<file path="config.mk">
export PLATFORM = sky130hd
export DESIGN_NAME = id_ex_stage_flat
export DESIGN_NICKNAME = d
export VERILOG_FILES = /design/src/rtl/rv32i_pkg.sv /design/src/rtl/id_ex_stage_if.sv /design/src/rtl/id_ex_stage_imm_gen.sv /design/src/rtl/id_ex_stage.sv /design/src/flat_wrapper.sv
export SDC_FILE = /design/constraint.sdc
export NUM_CORES = 1
export LEC_CHECK = 0
export ABC_AREA = 1
export BUFFER_PORTS_ARGS = -buffer_cell sky130_fd_sc_hd__buf_2
export CORE_MARGIN = 4
export CORE_UTILIZATION = 53
export CTS_BUF_LIST = sky130_fd_sc_hd__clkbuf_16
export CTS_CLUSTER_DIAMETER = 40
export DETAILED_ROUTE_END_ITERATION = 10
export GPL_ROUTABILITY_DRIVEN = 0
export PLACE_DENSITY = 0.95
export SETUP_SLACK_MARGIN = 0.2
export SLEW_MARGIN = 10
export SYNTH_ARGS = -nofsm -noshare
export SYNTH_HDL_FRONTEND = slang
export SYNTH_HIERARCHICAL = 1
export SYNTH_SLANG_ARGS = --single-unit
</file>
<file path="constraint.sdc">
create_clock -name clk -period 4.4 [get_ports clk]
set_input_delay 0.22 -clock clk [delete_from_list [all_inputs] [get_ports clk]]
set_output_delay 0.22 -clock clk [all_outputs]
set_load 0.005 [all_outputs]
</file>
<file path="src/rtl/rv32i_pkg.sv">
// Shared RV32I decode definitions: opcodes, ALU operation codes, immediate
// formats, writeback source codes and the decoded-control bundle.
package rv32i_pkg;

    localparam logic [6:0] OP_LUI    = 7'b0110111;
    localparam logic [6:0] OP_AUIPC  = 7'b0010111;
    localparam logic [6:0] OP_JAL    = 7'b1101111;
    localparam logic [6:0] OP_JALR   = 7'b1100111;
    localparam logic [6:0] OP_BRANCH = 7'b1100011;
    localparam logic [6:0] OP_LOAD   = 7'b0000011;
    localparam logic [6:0] OP_STORE  = 7'b0100011;
    localparam logic [6:0] OP_IMM    = 7'b0010011;
    localparam logic [6:0] OP_OP     = 7'b0110011;
    localparam logic [6:0] OP_FENCE  = 7'b0001111;
    localparam logic [6:0] OP_SYSTEM = 7'b1110011;

    typedef enum logic [3:0] {
        ALU_ADD   = 4'd0,
        ALU_SUB   = 4'd1,
        ALU_SLL   = 4'd2,
        ALU_SLT   = 4'd3,
        ALU_SLTU  = 4'd4,
        ALU_XOR   = 4'd5,
        ALU_SRL   = 4'd6,
        ALU_SRA   = 4'd7,
        ALU_OR    = 4'd8,
        ALU_AND   = 4'd9,
        ALU_PASSB = 4'd10
    } alu_ctrl_e;

    typedef enum logic [2:0] {
        IMM_I = 3'd0,
        IMM_S = 3'd1,
        IMM_B = 3'd2,
        IMM_U = 3'd3,
        IMM_J = 3'd4
    } imm_type_e;

    localparam logic [1:0] RES_ALU = 2'd0;
    localparam logic [1:0] RES_MEM = 2'd1;
    localparam logic [1:0] RES_PC4 = 2'd2;

    typedef struct packed {
        logic      reg_write;
        logic      mem_read;
        logic      mem_write;
        logic      branch;
        logic      jump;
        logic      alu_src;
        logic [1:0] result_src;
        alu_ctrl_e alu_ctrl;
        imm_type_e imm_type;
        logic      rs1_used;
        logic      rs2_used;
        logic      illegal;
    } ctrl_t;

    // funct3/funct7[5] to ALU op; SUB only exists for register-register ops,
    // while bit 30 selects SRA for both the shift-immediate and register forms.
    function automatic alu_ctrl_e alu_from_funct(input logic [2:0] funct3,
                                                 input logic       f7b5,
                                                 input logic       is_op);
        alu_ctrl_e op;
        case (funct3)
            3'b000:  op = (is_op && f7b5) ? ALU_SUB : ALU_ADD;
            3'b001:  op = ALU_SLL;
            3'b010:  op = ALU_SLT;
            3'b011:  op = ALU_SLTU;
            3'b100:  op = ALU_XOR;
            3'b101:  op = f7b5 ? ALU_SRA : ALU_SRL;
            3'b110:  op = ALU_OR;
            default: op = ALU_AND;
        endcase
        return op;
    endfunction

endpackage

</file>
<file path="src/rtl/id_ex_stage_if.sv">
// Signal bundle between fetch, register file, writeback and the ID/EX stage.
//
// Handshake: the stage accepts if_instr/if_pc on a rising edge when
// if_valid=1 and (stall | hazard_stall)=0; otherwise the upstream stage must
// hold its instruction unchanged. ex_valid marks the EX registers as holding
// a live instruction; flush kills whatever would enter EX on that edge.
interface id_ex_stage_if;
    logic        if_valid;
    logic [31:0] if_instr;
    logic [31:0] if_pc;
    logic        stall;
    logic        flush;
    logic [4:0]  rf_a1;
    logic [4:0]  rf_a2;
    logic [31:0] rf_rd1;
    logic [31:0] rf_rd2;
    logic        wb_we;
    logic [4:0]  wb_rd;
    logic [31:0] wb_data;
    logic        hazard_stall;
    logic        ex_valid;
    logic [31:0] ex_pc;
    logic [31:0] ex_rs1_val;
    logic [31:0] ex_rs2_val;
    logic [31:0] ex_imm;
    logic [4:0]  ex_rs1;
    logic [4:0]  ex_rs2;
    logic [4:0]  ex_rd;
    logic [3:0]  ex_alu_ctrl;
    logic        ex_alu_src;
    logic        ex_reg_write;
    logic        ex_mem_read;
    logic        ex_mem_write;
    logic        ex_branch;
    logic        ex_jump;
    logic [1:0]  ex_result_src;
    logic        ex_illegal;

    modport master (
        output if_valid, if_instr, if_pc, stall, flush,
        output rf_rd1, rf_rd2, wb_we, wb_rd, wb_data,
        input  rf_a1, rf_a2, hazard_stall,
        input  ex_valid, ex_pc, ex_rs1_val, ex_rs2_val, ex_imm,
        input  ex_rs1, ex_rs2, ex_rd, ex_alu_ctrl, ex_alu_src,
        input  ex_reg_write, ex_mem_read, ex_mem_write, ex_branch,
        input  ex_jump, ex_result_src, ex_illegal
    );

    modport slave (
        input  if_valid, if_instr, if_pc, stall, flush,
        input  rf_rd1, rf_rd2, wb_we, wb_rd, wb_data,
        output rf_a1, rf_a2, hazard_stall,
        output ex_valid, ex_pc, ex_rs1_val, ex_rs2_val, ex_imm,
        output ex_rs1, ex_rs2, ex_rd, ex_alu_ctrl, ex_alu_src,
        output ex_reg_write, ex_mem_read, ex_mem_write, ex_branch,
        output ex_jump, ex_result_src, ex_illegal
    );
endinterface

</file>
<file path="src/rtl/id_ex_stage_imm_gen.sv">
// Immediate generator: sign-extends the immediate field of an RV32I
// instruction according to its format. Bits [6:0] carry no immediate data.
module imm_gen
    import rv32i_pkg::*;
(
    input  logic [31:7] instr_i,
    input  imm_type_e   imm_type_i,
    output logic [31:0] imm_o
);

    // Reassemble the scattered immediate bits for the selected format.
    always_comb begin
        imm_o = {{20{instr_i[31]}}, instr_i[31:20]};
        case (imm_type_i)
            IMM_S: imm_o = {{20{instr_i[31]}}, instr_i[31:25], instr_i[11:7]};
            IMM_B: imm_o = {{19{instr_i[31]}}, instr_i[31], instr_i[7],
                            instr_i[30:25], instr_i[11:8], 1'b0};
            IMM_U: imm_o = {instr_i[31:12], 12'b0};
            IMM_J: imm_o = {{11{instr_i[31]}}, instr_i[31], instr_i[19:12],
                            instr_i[20], instr_i[30:21], 1'b0};
            default: imm_o = {{20{instr_i[31]}}, instr_i[31:20]};
        endcase
    end

endmodule

</file>
<file path="src/rtl/id_ex_stage.sv">
// RV32I decode stage with the ID/EX pipeline register: decodes the fetched
// instruction, bypasses a same-cycle writeback into the operands, detects
// load-use hazards and inserts a bubble.
module id_ex_stage
    import rv32i_pkg::*;
#(
    parameter int          XLEN     = 32,
    parameter logic [31:0] RESET_PC = 32'h0000_0000
) (
    input logic         clk,
    input logic         rst,
    id_ex_stage_if.slave bus
);

    logic [6:0]      opcode;
    logic [2:0]      funct3;
    logic [4:0]      rs1_raw;
    logic [4:0]      rs2_raw;
    logic [4:0]      rd_raw;
    ctrl_t           dec;
    logic [XLEN-1:0] imm;
    logic [4:0]      rs1_idx;
    logic [4:0]      rs2_idx;
    logic [4:0]      rd_idx;
    logic [XLEN-1:0] rs1_val;
    logic [XLEN-1:0] rs2_val;
    logic            hazard;

    logic            ex_valid_d,      ex_valid_q;
    logic [XLEN-1:0] ex_pc_d,         ex_pc_q;
    logic [XLEN-1:0] ex_rs1_val_d,    ex_rs1_val_q;
    logic [XLEN-1:0] ex_rs2_val_d,    ex_rs2_val_q;
    logic [XLEN-1:0] ex_imm_d,        ex_imm_q;
    logic [4:0]      ex_rs1_d,        ex_rs1_q;
    logic [4:0]      ex_rs2_d,        ex_rs2_q;
    logic [4:0]      ex_rd_d,         ex_rd_q;
    alu_ctrl_e       ex_alu_ctrl_d,   ex_alu_ctrl_q;
    logic            ex_alu_src_d,    ex_alu_src_q;
    logic            ex_reg_write_d,  ex_reg_write_q;
    logic            ex_mem_read_d,   ex_mem_read_q;
    logic            ex_mem_write_d,  ex_mem_write_q;
    logic            ex_branch_d,     ex_branch_q;
    logic            ex_jump_d,       ex_jump_q;
    logic [1:0]      ex_result_src_d, ex_result_src_q;
    logic            ex_illegal_d,    ex_illegal_q;

    assign opcode  = bus.if_instr[6:0];
    assign rd_raw  = bus.if_instr[11:7];
    assign funct3  = bus.if_instr[14:12];
    assign rs1_raw = bus.if_instr[19:15];
    assign rs2_raw = bus.if_instr[24:20];

    // Register-file addresses come straight from the instruction word.
    assign bus.rf_a1 = rs1_raw;
    assign bus.rf_a2 = rs2_raw;

    // Main decoder: control fields per opcode; unknown opcodes are illegal
    // with every write and memory enable left at 0.
    always_comb begin
        dec            = '0;
        dec.alu_ctrl   = ALU_ADD;
        dec.imm_type   = IMM_I;
        dec.result_src = RES_ALU;
        dec.rs1_used   = 1'b1;
        case (opcode)
            OP_LUI: begin
                dec.reg_write = 1'b1;
                dec.alu_src   = 1'b1;
                dec.alu_ctrl  = ALU_PASSB;
                dec.imm_type  = IMM_U;
                dec.rs1_used  = 1'b0;
            end
            OP_AUIPC: begin
                dec.reg_write = 1'b1;
                dec.alu_src   = 1'b1;
                dec.imm_type  = IMM_U;
                dec.rs1_used  = 1'b0;
            end
            OP_JAL: begin
                dec.reg_write  = 1'b1;
                dec.jump       = 1'b1;
                dec.alu_src    = 1'b1;
                dec.result_src = RES_PC4;
                dec.imm_type   = IMM_J;
                dec.rs1_used   = 1'b0;
            end
            OP_JALR: begin
                dec.reg_write  = 1'b1;
                dec.jump       = 1'b1;
                dec.alu_src    = 1'b1;
                dec.result_src = RES_PC4;
            end
            OP_BRANCH: begin
                dec.branch   = 1'b1;
                dec.alu_ctrl = ALU_SUB;
                dec.imm_type = IMM_B;
                dec.rs2_used = 1'b1;
            end
            OP_LOAD: begin
                dec.reg_write  = 1'b1;
                dec.mem_read   = 1'b1;
                dec.alu_src    = 1'b1;
                dec.result_src = RES_MEM;
            end
            OP_STORE: begin
                dec.mem_write = 1'b1;
                dec.alu_src   = 1'b1;
                dec.imm_type  = IMM_S;
                dec.rs2_used  = 1'b1;
            end
            OP_IMM: begin
                dec.reg_write = 1'b1;
                dec.alu_src   = 1'b1;
                dec.alu_ctrl  = alu_from_funct(funct3, bus.if_instr[30], 1'b0);
            end
            OP_OP: begin
                dec.reg_write = 1'b1;
                dec.rs2_used  = 1'b1;
                dec.alu_ctrl  = alu_from_funct(funct3, bus.if_instr[30], 1'b1);
            end
            OP_FENCE, OP_SYSTEM: begin
                // Executed as a NOP: nothing written, no memory access.
            end
            default: begin
                dec.illegal = 1'b1;
            end
        endcase
    end

    imm_gen u_imm_gen (
        .instr_i    (bus.if_instr[31:7]),
        .imm_type_i (dec.imm_type),
        .imm_o      (imm)
    );

    // Unused register indices collapse to x0 so they never match a hazard or
    // a bypass, and rd is zero for instructions that do not write it.
    assign rs1_idx = dec.rs1_used  ? rs1_raw : 5'd0;
    assign rs2_idx = dec.rs2_used  ? rs2_raw : 5'd0;
    assign rd_idx  = dec.reg_write ? rd_raw  : 5'd0;

    // Operand select: x0 reads as zero, otherwise a same-cycle writeback to
    // the source register wins over the (not yet updated) register file.
    always_comb begin
        rs1_val = bus.rf_rd1;
        rs2_val = bus.rf_rd2;
        if (rs1_idx == 5'd0) begin
            rs1_val = '0;
        end else if (bus.wb_we && (bus.wb_rd == rs1_idx)) begin
            rs1_val = bus.wb_data;
        end
        if (rs2_idx == 5'd0) begin
            rs2_val = '0;
        end else if (bus.wb_we && (bus.wb_rd == rs2_idx)) begin
            rs2_val = bus.wb_data;
        end
    end

    // Load-use hazard: the load in EX produces its data too late for the
    // instruction being decoded. Masked during a downstream stall, since the
    // upstream stage is already holding then.
    always_comb begin
        hazard = bus.if_valid && ex_valid_q && ex_mem_read_q &&
                 (ex_rd_q != 5'd0) &&
                 ((dec.rs1_used && (ex_rd_q == rs1_raw)) ||
                  (dec.rs2_used && (ex_rd_q == rs2_raw))) &&
                 !bus.stall;
    end

    assign bus.hazard_stall = hazard;

    // Next state of the EX registers: flush, then stall, then bubble, then
    // capture of the decoded instruction.
    always_comb begin
        ex_valid_d      = ex_valid_q;
        ex_pc_d         = ex_pc_q;
        ex_rs1_val_d    = ex_rs1_val_q;
        ex_rs2_val_d    = ex_rs2_val_q;
        ex_imm_d        = ex_imm_q;
        ex_rs1_d        = ex_rs1_q;
        ex_rs2_d        = ex_rs2_q;
        ex_rd_d         = ex_rd_q;
        ex_alu_ctrl_d   = ex_alu_ctrl_q;
        ex_alu_src_d    = ex_alu_src_q;
        ex_reg_write_d  = ex_reg_write_q;
        ex_mem_read_d   = ex_mem_read_q;
        ex_mem_write_d  = ex_mem_write_q;
        ex_branch_d     = ex_branch_q;
        ex_jump_d       = ex_jump_q;
        ex_result_src_d = ex_result_src_q;
        ex_illegal_d    = ex_illegal_q;
        if (bus.flush) begin
            ex_valid_d     = 1'b0;
            ex_reg_write_d = 1'b0;
            ex_mem_read_d  = 1'b0;
            ex_mem_write_d = 1'b0;
            ex_branch_d    = 1'b0;
            ex_jump_d      = 1'b0;
        end else if (bus.stall) begin
            // Hold everything.
        end else if (hazard) begin
            ex_valid_d     = 1'b0;
            ex_reg_write_d = 1'b0;
            ex_mem_read_d  = 1'b0;
            ex_mem_write_d = 1'b0;
        end else begin
            ex_valid_d      = bus.if_valid;
            ex_pc_d         = bus.if_pc;
            ex_rs1_val_d    = rs1_val;
            ex_rs2_val_d    = rs2_val;
            ex_imm_d        = imm;
            ex_rs1_d        = rs1_idx;
            ex_rs2_d        = rs2_idx;
            ex_rd_d         = rd_idx;
            ex_alu_ctrl_d   = dec.alu_ctrl;
            ex_alu_src_d    = dec.alu_src;
            ex_reg_write_d  = bus.if_valid && dec.reg_write;
            ex_mem_read_d   = bus.if_valid && dec.mem_read;
            ex_mem_write_d  = bus.if_valid && dec.mem_write;
            ex_branch_d     = bus.if_valid && dec.branch;
            ex_jump_d       = bus.if_valid && dec.jump;
            ex_result_src_d = dec.result_src;
            ex_illegal_d    = bus.if_valid && dec.illegal;
        end
    end

    // ID/EX register bank with asynchronous active-low reset.
    always_ff @(posedge clk or negedge rst) begin
        if (!rst) begin
            ex_valid_q      <= 1'b0;
            ex_pc_q         <= RESET_PC;
            ex_rs1_val_q    <= '0;
            ex_rs2_val_q    <= '0;
            ex_imm_q        <= '0;
            ex_rs1_q        <= '0;
            ex_rs2_q        <= '0;
            ex_rd_q         <= '0;
            ex_alu_ctrl_q   <= ALU_ADD;
            ex_alu_src_q    <= 1'b0;
            ex_reg_write_q  <= 1'b0;
            ex_mem_read_q   <= 1'b0;
            ex_mem_write_q  <= 1'b0;
            ex_branch_q     <= 1'b0;
            ex_jump_q       <= 1'b0;
            ex_result_src_q <= RES_ALU;
            ex_illegal_q    <= 1'b0;
        end else begin
            ex_valid_q      <= ex_valid_d;
            ex_pc_q         <= ex_pc_d;
            ex_rs1_val_q    <= ex_rs1_val_d;
            ex_rs2_val_q    <= ex_rs2_val_d;
            ex_imm_q        <= ex_imm_d;
            ex_rs1_q        <= ex_rs1_d;
            ex_rs2_q        <= ex_rs2_d;
            ex_rd_q         <= ex_rd_d;
            ex_alu_ctrl_q   <= ex_alu_ctrl_d;
            ex_alu_src_q    <= ex_alu_src_d;
            ex_reg_write_q  <= ex_reg_write_d;
            ex_mem_read_q   <= ex_mem_read_d;
            ex_mem_write_q  <= ex_mem_write_d;
            ex_branch_q     <= ex_branch_d;
            ex_jump_q       <= ex_jump_d;
            ex_result_src_q <= ex_result_src_d;
            ex_illegal_q    <= ex_illegal_d;
        end
    end

    assign bus.ex_valid      = ex_valid_q;
    assign bus.ex_pc         = ex_pc_q;
    assign bus.ex_rs1_val    = ex_rs1_val_q;
    assign bus.ex_rs2_val    = ex_rs2_val_q;
    assign bus.ex_imm        = ex_imm_q;
    assign bus.ex_rs1        = ex_rs1_q;
    assign bus.ex_rs2        = ex_rs2_q;
    assign bus.ex_rd         = ex_rd_q;
    assign bus.ex_alu_ctrl   = ex_alu_ctrl_q;
    assign bus.ex_alu_src    = ex_alu_src_q;
    assign bus.ex_reg_write  = ex_reg_write_q;
    assign bus.ex_mem_read   = ex_mem_read_q;
    assign bus.ex_mem_write  = ex_mem_write_q;
    assign bus.ex_branch     = ex_branch_q;
    assign bus.ex_jump       = ex_jump_q;
    assign bus.ex_result_src = ex_result_src_q;
    assign bus.ex_illegal    = ex_illegal_q;

endmodule

</file>
<file path="src/flat_wrapper.sv">
// flat-port wrapper written by rule: the top's interface ports become plain ports
module id_ex_stage_flat import rv32i_pkg::*;
#(
    parameter int          XLEN     = 32,
    parameter logic [31:0] RESET_PC = 32'h0000_0000
)
  (clk, rst, bus_if_valid, bus_if_instr, bus_if_pc, bus_stall, bus_flush, bus_rf_rd1, bus_rf_rd2, bus_wb_we, bus_wb_rd, bus_wb_data, bus_rf_a1, bus_rf_a2, bus_hazard_stall, bus_ex_valid, bus_ex_pc, bus_ex_rs1_val, bus_ex_rs2_val, bus_ex_imm, bus_ex_rs1, bus_ex_rs2, bus_ex_rd, bus_ex_alu_ctrl, bus_ex_alu_src, bus_ex_reg_write, bus_ex_mem_read, bus_ex_mem_write, bus_ex_branch, bus_ex_jump, bus_ex_result_src, bus_ex_illegal);
  id_ex_stage_if bus_i ();
  input logic clk;
  input logic rst;
  input wire logic [$bits(bus_i.if_valid)-1:0] bus_if_valid;
  input wire logic [$bits(bus_i.if_instr)-1:0] bus_if_instr;
  input wire logic [$bits(bus_i.if_pc)-1:0] bus_if_pc;
  input wire logic [$bits(bus_i.stall)-1:0] bus_stall;
  input wire logic [$bits(bus_i.flush)-1:0] bus_flush;
  input wire logic [$bits(bus_i.rf_rd1)-1:0] bus_rf_rd1;
  input wire logic [$bits(bus_i.rf_rd2)-1:0] bus_rf_rd2;
  input wire logic [$bits(bus_i.wb_we)-1:0] bus_wb_we;
  input wire logic [$bits(bus_i.wb_rd)-1:0] bus_wb_rd;
  input wire logic [$bits(bus_i.wb_data)-1:0] bus_wb_data;
  output wire logic [$bits(bus_i.rf_a1)-1:0] bus_rf_a1;
  output wire logic [$bits(bus_i.rf_a2)-1:0] bus_rf_a2;
  output wire logic [$bits(bus_i.hazard_stall)-1:0] bus_hazard_stall;
  output wire logic [$bits(bus_i.ex_valid)-1:0] bus_ex_valid;
  output wire logic [$bits(bus_i.ex_pc)-1:0] bus_ex_pc;
  output wire logic [$bits(bus_i.ex_rs1_val)-1:0] bus_ex_rs1_val;
  output wire logic [$bits(bus_i.ex_rs2_val)-1:0] bus_ex_rs2_val;
  output wire logic [$bits(bus_i.ex_imm)-1:0] bus_ex_imm;
  output wire logic [$bits(bus_i.ex_rs1)-1:0] bus_ex_rs1;
  output wire logic [$bits(bus_i.ex_rs2)-1:0] bus_ex_rs2;
  output wire logic [$bits(bus_i.ex_rd)-1:0] bus_ex_rd;
  output wire logic [$bits(bus_i.ex_alu_ctrl)-1:0] bus_ex_alu_ctrl;
  output wire logic [$bits(bus_i.ex_alu_src)-1:0] bus_ex_alu_src;
  output wire logic [$bits(bus_i.ex_reg_write)-1:0] bus_ex_reg_write;
  output wire logic [$bits(bus_i.ex_mem_read)-1:0] bus_ex_mem_read;
  output wire logic [$bits(bus_i.ex_mem_write)-1:0] bus_ex_mem_write;
  output wire logic [$bits(bus_i.ex_branch)-1:0] bus_ex_branch;
  output wire logic [$bits(bus_i.ex_jump)-1:0] bus_ex_jump;
  output wire logic [$bits(bus_i.ex_result_src)-1:0] bus_ex_result_src;
  output wire logic [$bits(bus_i.ex_illegal)-1:0] bus_ex_illegal;
  assign bus_i.if_valid = bus_if_valid;
  assign bus_i.if_instr = bus_if_instr;
  assign bus_i.if_pc = bus_if_pc;
  assign bus_i.stall = bus_stall;
  assign bus_i.flush = bus_flush;
  assign bus_i.rf_rd1 = bus_rf_rd1;
  assign bus_i.rf_rd2 = bus_rf_rd2;
  assign bus_i.wb_we = bus_wb_we;
  assign bus_i.wb_rd = bus_wb_rd;
  assign bus_i.wb_data = bus_wb_data;
  assign bus_rf_a1 = bus_i.rf_a1;
  assign bus_rf_a2 = bus_i.rf_a2;
  assign bus_hazard_stall = bus_i.hazard_stall;
  assign bus_ex_valid = bus_i.ex_valid;
  assign bus_ex_pc = bus_i.ex_pc;
  assign bus_ex_rs1_val = bus_i.ex_rs1_val;
  assign bus_ex_rs2_val = bus_i.ex_rs2_val;
  assign bus_ex_imm = bus_i.ex_imm;
  assign bus_ex_rs1 = bus_i.ex_rs1;
  assign bus_ex_rs2 = bus_i.ex_rs2;
  assign bus_ex_rd = bus_i.ex_rd;
  assign bus_ex_alu_ctrl = bus_i.ex_alu_ctrl;
  assign bus_ex_alu_src = bus_i.ex_alu_src;
  assign bus_ex_reg_write = bus_i.ex_reg_write;
  assign bus_ex_mem_read = bus_i.ex_mem_read;
  assign bus_ex_mem_write = bus_i.ex_mem_write;
  assign bus_ex_branch = bus_i.ex_branch;
  assign bus_ex_jump = bus_i.ex_jump;
  assign bus_ex_result_src = bus_i.ex_result_src;
  assign bus_ex_illegal = bus_i.ex_illegal;
  id_ex_stage #(.XLEN(XLEN), .RESET_PC(RESET_PC)) u_core (.clk(clk), .rst(rst), .bus(bus_i));
endmodule
</file>
==> out/summary.json <==
{
  "outcome": {"value": "finished, violations left"},
  "failed_checks": {"value": "negative hold slack"},
  "required_worst_endpoint": {"value": 4750, "unit": "ps"},
  "postLayoutCoreUtil": {"value": 69.59, "unit": "%"},
  "post-cts-setup-buffer-count": {"value": 0},
  "yosys-top-cells-area": {"value": "sky130_fd_sc_hd__dfrtp_1 47%, sky130_fd_sc_hd__nand2_1 23%, sky130_fd_sc_hd__nand3_1 7.2%"},
  "routed_wl": {"value": 28.34, "unit": "mm"},
  "top_level_ports": {"value": 339},
  "p_int": {"value": 2601, "unit": "uW"},
  "critPathKind": {"value": "in -> reg"},
  "ctsLongestPathBuffers": {"value": 2},
  "ys_dominant_reg_cell": {"value": "sky130_fd_sc_hd__dfrtp_1"},
  "grt_antenna_before_repair": {"value": 4},
  "htree_num_levels": {"value": 4},
  "routed_wire_per_std_cell": {"value": 16.66, "unit": "um"},
  "rsz0062_at_grt": {"value": "no"},
  "grt_ovf": {"value": 0},
  "setup-tns-final": {"value": 0, "unit": "ps"},
  "clock_tree_from_tritoncts": {"value": "done"},
  "min_period": {"value": 2819, "unit": "ps"},
  "yosysSeqAreaShare": {"value": 46.54, "unit": "%"},
  "ys_types": {"value": 31},
  "worstPathMaxFanout": {"value": 33},
  "power_per_cell_area": {"value": 338.5, "unit": "mW/mm2"},
  "cts_root_buffer": {"value": "sky130_fd_sc_hd__clkbuf_16"},
  "syn_nets": {"value": 1333},
  "antenna_left": {"value": 0},
  "die_width": {"value": 134.2, "unit": "um"},
  "finish.net_count": {"value": 1646},
  "crit_chain": {"value": "buf_2 > inv_2 > nand2_2 > nor2_2 > nand2_1 > nand3_1 > nor2_1 > nor2_4 > nand3_2 > nand2_1 > nand3_1 > nand2_1"},
  "hold_slack": {"value": -46.69, "unit": "ps"},
  "worst_clock_skew": {"value": 10.04, "unit": "ps"},
  "power_frac_clock": {"value": 36.8, "unit": "%"},
  "final_hold_viol_count": {"value": 60},
  "critPathTopFamily": {"value": "simple AND/OR/NAND/NOR gates"},
  "numPortBuffers": {"value": 338},
  "die-area": {"value": 0.01801, "unit": "mm2"},
  "ir_drop": {"value": 0.2517, "unit": "mV"},
  "die_y": {"value": 134.2, "unit": "um"},
  "final_layout_size_suffix_gt1_share": {"value": 27.49, "unit": "%"},
  "power.sequential.fraction": {"value": 45.5, "unit": "%"},
  "worst_case_headroom_to_the_max_slew_limit": {"value": 24.06, "unit": "%"},
  "syn_area_per_cell": {"value": 7.265, "unit": "um2"},
  "detail_route.vias_per_cell": {"value": 5.346},
  "initial_utilization": {"value": 54.72, "unit": "%"},
  "num_rows": {"value": 45},
  "slew_viol_final": {"value": 0},
  "path_buf_inv": {"value": 2},
  "drc": {"value": 0},
  "cellLeakagePower": {"value": 0.006555, "unit": "uW"},
  "holdCritPathClass": {"value": "in -> async"},
  "cts-buffers-inserted": {"value": 17},
  "arrival": {"value": 3170, "unit": "ps"},
  "synth-edff-count": {"value": 0},
  "grt_start_max_net_pins": {"value": 114},
  "netSwitchingPower": {"value": 1033, "unit": "uW"},
  "dr.pass1.iters": {"value": 5},
  "synthesis.area": {"value": 0.008442, "unit": "mm2"},
  "timing.fmax": {"value": 354.7, "unit": "MHz"},
  "crit_slowest_cell": {"value": "sky130_fd_sc_hd__nand3_2"},
  "timing.critical_path.to_type": {"value": "flop"},
  "swShare": {"value": 28.42, "unit": "%"},
  "initialDrtViolationCount": {"value": 715},
  "yosys_register_bits": {"value": 157},
  "track_usage": {"value": 30.52, "unit": "%"},
  "drv_cap": {"value": 0},
  "combinationalPowerShare": {"value": 17.7, "unit": "%"},
  "finalSetupViolCount": {"value": 0},
  "synth_top_cell_by_area": {"value": "sky130_fd_sc_hd__dfrtp_1"},
  "ys.warnings.count": {"value": 6},
  "timing.critical_path.mode_cell": {"value": "sky130_fd_sc_hd__nand2_1"},
  "synth_cells": {"value": 1162},
  "postSynth.asyncResetShare": {"value": 100.0, "unit": "%"},
  "tightestPinTransition": {"value": 1127, "unit": "ps"},
  "cts.clk_slew.worst_paths": {"value": 60, "unit": "ps"},
  "syn2layout_area_growth": {"value": 27.17, "unit": "%"},
  "synth_top_area_share": {"value": 46.54, "unit": "%"},
  "insertion_delay_of_the_later_clocked_pin_in_the_worst_skew_pair": {"value": 410, "unit": "ps"},
  "first_global_vias": {"value": 8654},
  "grt_first_pass_wirelength": {"value": 43.82, "unit": "mm"},
  "detailroute.via_count": {"value": 9093},
  "core": {"value": 0.01543, "unit": "mm2"},
  "post-dp-hpwl": {"value": 20.09, "unit": "mm"},
  "cts_hold_buffers": {"value": 18},
  "cts_resized": {"value": 0},
  "tritoncts_num_sinks": {"value": 157},
  "final.period_utilization": {"value": 64.07, "unit": "%"},
  "slowest_delay": {"value": 730, "unit": "ps"},
  "critical_path.startpoint_type": {"value": "primary input"}
}
-- placed cells by master, fill, tap and decap left out, types with 2 or more instances in the layout --
master	count
sky130_fd_sc_hd__a21oi_1	5
sky130_fd_sc_hd__buf_2	337
sky130_fd_sc_hd__buf_4	8
sky130_fd_sc_hd__clkbuf_16	17
sky130_fd_sc_hd__clkinv_1	3
sky130_fd_sc_hd__clkinv_2	4
sky130_fd_sc_hd__clkinvlp_4	4
sky130_fd_sc_hd__dfrtp_1	157
sky130_fd_sc_hd__diode_2	2
sky130_fd_sc_hd__dlygate4sd3_1	18
sky130_fd_sc_hd__inv_1	142
sky130_fd_sc_hd__inv_2	6
sky130_fd_sc_hd__nand2_1	514
sky130_fd_sc_hd__nand2_2	6
sky130_fd_sc_hd__nand3_1	122
sky130_fd_sc_hd__nand3_2	7
sky130_fd_sc_hd__nand3_4	4
sky130_fd_sc_hd__nand4_1	41
sky130_fd_sc_hd__nor2_1	22
sky130_fd_sc_hd__nor2_2	7
sky130_fd_sc_hd__nor2_4	4
sky130_fd_sc_hd__nor3_1	7
sky130_fd_sc_hd__nor4_1	3
sky130_fd_sc_hd__o211ai_1	7
sky130_fd_sc_hd__o21ai_0	18
sky130_fd_sc_hd__o21ai_1	10
sky130_fd_sc_hd__xnor2_1	2
sky130_fd_sc_hd__xor2_1	3
-- layer usage --
layer	global-route usage (%)	part of all wire [%]
met1	37.99	37
met2	48.66	47
met3	8.102	11
met4	16.57	4.4
met5	0	0.092
-- path summary, 6_finish.rpt --
kind	startpoint	endpoint	slack, ps	depth (start not counted)
min in group clk	bus_if_pc[4]	u_core/bus.ex_pc[4]$_DFFE_PN0P_	10	3
max	bus_if_instr[4]	u_core/bus.ex_rs1_val[20]$_DFFE_PN0P_	1580	12
max reg2reg	u_core/bus.ex_rd[2]$_DFFE_PN0P_	u_core/bus.ex_rs2_val[21]$_DFFE_PN0P_	1690	14
max in group asynchronous	rst	u_core/bus.ex_rs1_val[22]$_DFFE_PN0P_	3270	2
min	rst	u_core/bus.ex_imm[9]$_DFFE_PN0P_	-50	1
min reg2reg	u_core/bus.ex_imm[9]$_DFFE_PN0P_	u_core/bus.ex_imm[9]$_DFFE_PN0P_	470	2
-- power by group through the flow --
stage / logic [uW] / registers, uW / clock network [uW]
after detailed placement: 625 / 1670 / 0
after CTS: 639 / 1650 / 1360
final: 641 / 1650 / 1340
after floorplan: 280 / 1680 / 0
after global routing: 712 / 1670 / 1430
after global placement: 605 / 1670 / 0
-- synthesized netlist by cell type (2+ instances only) --
cell / number
sky130_fd_sc_hd__buf_2: 39
sky130_fd_sc_hd__nor2_1: 22
sky130_fd_sc_hd__buf_4: 24
sky130_fd_sc_hd__nand3_2: 7
sky130_fd_sc_hd__xnor2_1: 2
sky130_fd_sc_hd__nand4_1: 41
sky130_fd_sc_hd__xor2_1: 3
sky130_fd_sc_hd__nand3_4: 4
sky130_fd_sc_hd__o21ai_1: 10
sky130_fd_sc_hd__a21oi_1: 5
sky130_fd_sc_hd__nor2_2: 7
sky130_fd_sc_hd__inv_2: 6
sky130_fd_sc_hd__nand3_1: 122
sky130_fd_sc_hd__nor4_1: 3
sky130_fd_sc_hd__dfrtp_1: 157
sky130_fd_sc_hd__o211ai_1: 7
sky130_fd_sc_hd__nor3_1: 7
sky130_fd_sc_hd__inv_1: 140
sky130_fd_sc_hd__buf_6: 6
sky130_fd_sc_hd__nor2_4: 4
sky130_fd_sc_hd__nand2_1: 514
sky130_fd_sc_hd__nand2_2: 6
sky130_fd_sc_hd__o21ai_0: 18
-- state kept, by name, indices dropped and copies added (netlist names), 2 cells and up --
signal                    cells
u_core/bus.ex_imm            32
u_core/bus.ex_rs2             5
u_core/bus.ex_rs1_val        32
u_core/bus.ex_rs2_val        32
u_core/bus.ex_alu_ctrl        4
u_core/bus.ex_pc             32
u_core/bus.ex_rd              5
u_core/bus.ex_result_src      2
u_core/bus.ex_rs1             5
-- cell type report --
type                       count  area (um2)
timing repair buffer         364        1938
multi-input combinational    789        3518
antenna                        2       5.005
clock buffer                  17       425.4
tap                          211       264.0
inverter                     146       548.0
clock inverter                15       107.6
fill                        1217        4692
sequential                   157        3929
-- stage by stage --
step,cells,setup slack [ps],power [uW],cell area (um2)
2_1_floorplan,1162,2301,1963,8442
3_3_place_gp,1649,1423,2277,10020
3_5_place_dp,1649,1274,2298,10020
4_1_cts,1699,1686,3650,10730
5_1_grt,1701,1290,3807,10740
6_report,1701,1581,3634,10740
-- worst reg2reg max path, cell delays in order (launching register included) --
cell                      delay, ps
sky130_fd_sc_hd__dfrtp_1        410
sky130_fd_sc_hd__inv_1          130
sky130_fd_sc_hd__nand2_1         70
sky130_fd_sc_hd__nand2_1         50
sky130_fd_sc_hd__nand2_1         50
sky130_fd_sc_hd__nor2_1         110
sky130_fd_sc_hd__nand3_1         80
sky130_fd_sc_hd__nand2_1        130
sky130_fd_sc_hd__nand2_1        120
sky130_fd_sc_hd__nand3_4         90
sky130_fd_sc_hd__buf_4          710
sky130_fd_sc_hd__nor2_2         140
sky130_fd_sc_hd__buf_4          290
sky130_fd_sc_hd__nand3_1        170
sky130_fd_sc_hd__nand2_1         60
-- kinds of logic (layout without fill, tap and decap cells) --
kind of cell,Yosys count,count (layout),share of synthesized area (%)
XOR/XNOR,5,5,0.5188
flip-flops,157,157,46.54
buffers and inverters,216,542,11.78
other,0,2,0
AO/OA/AOI/OAI,44,44,3.024
AND/OR/NAND/NOR,740,740,38.14
(Power assumes the default switching activity.)
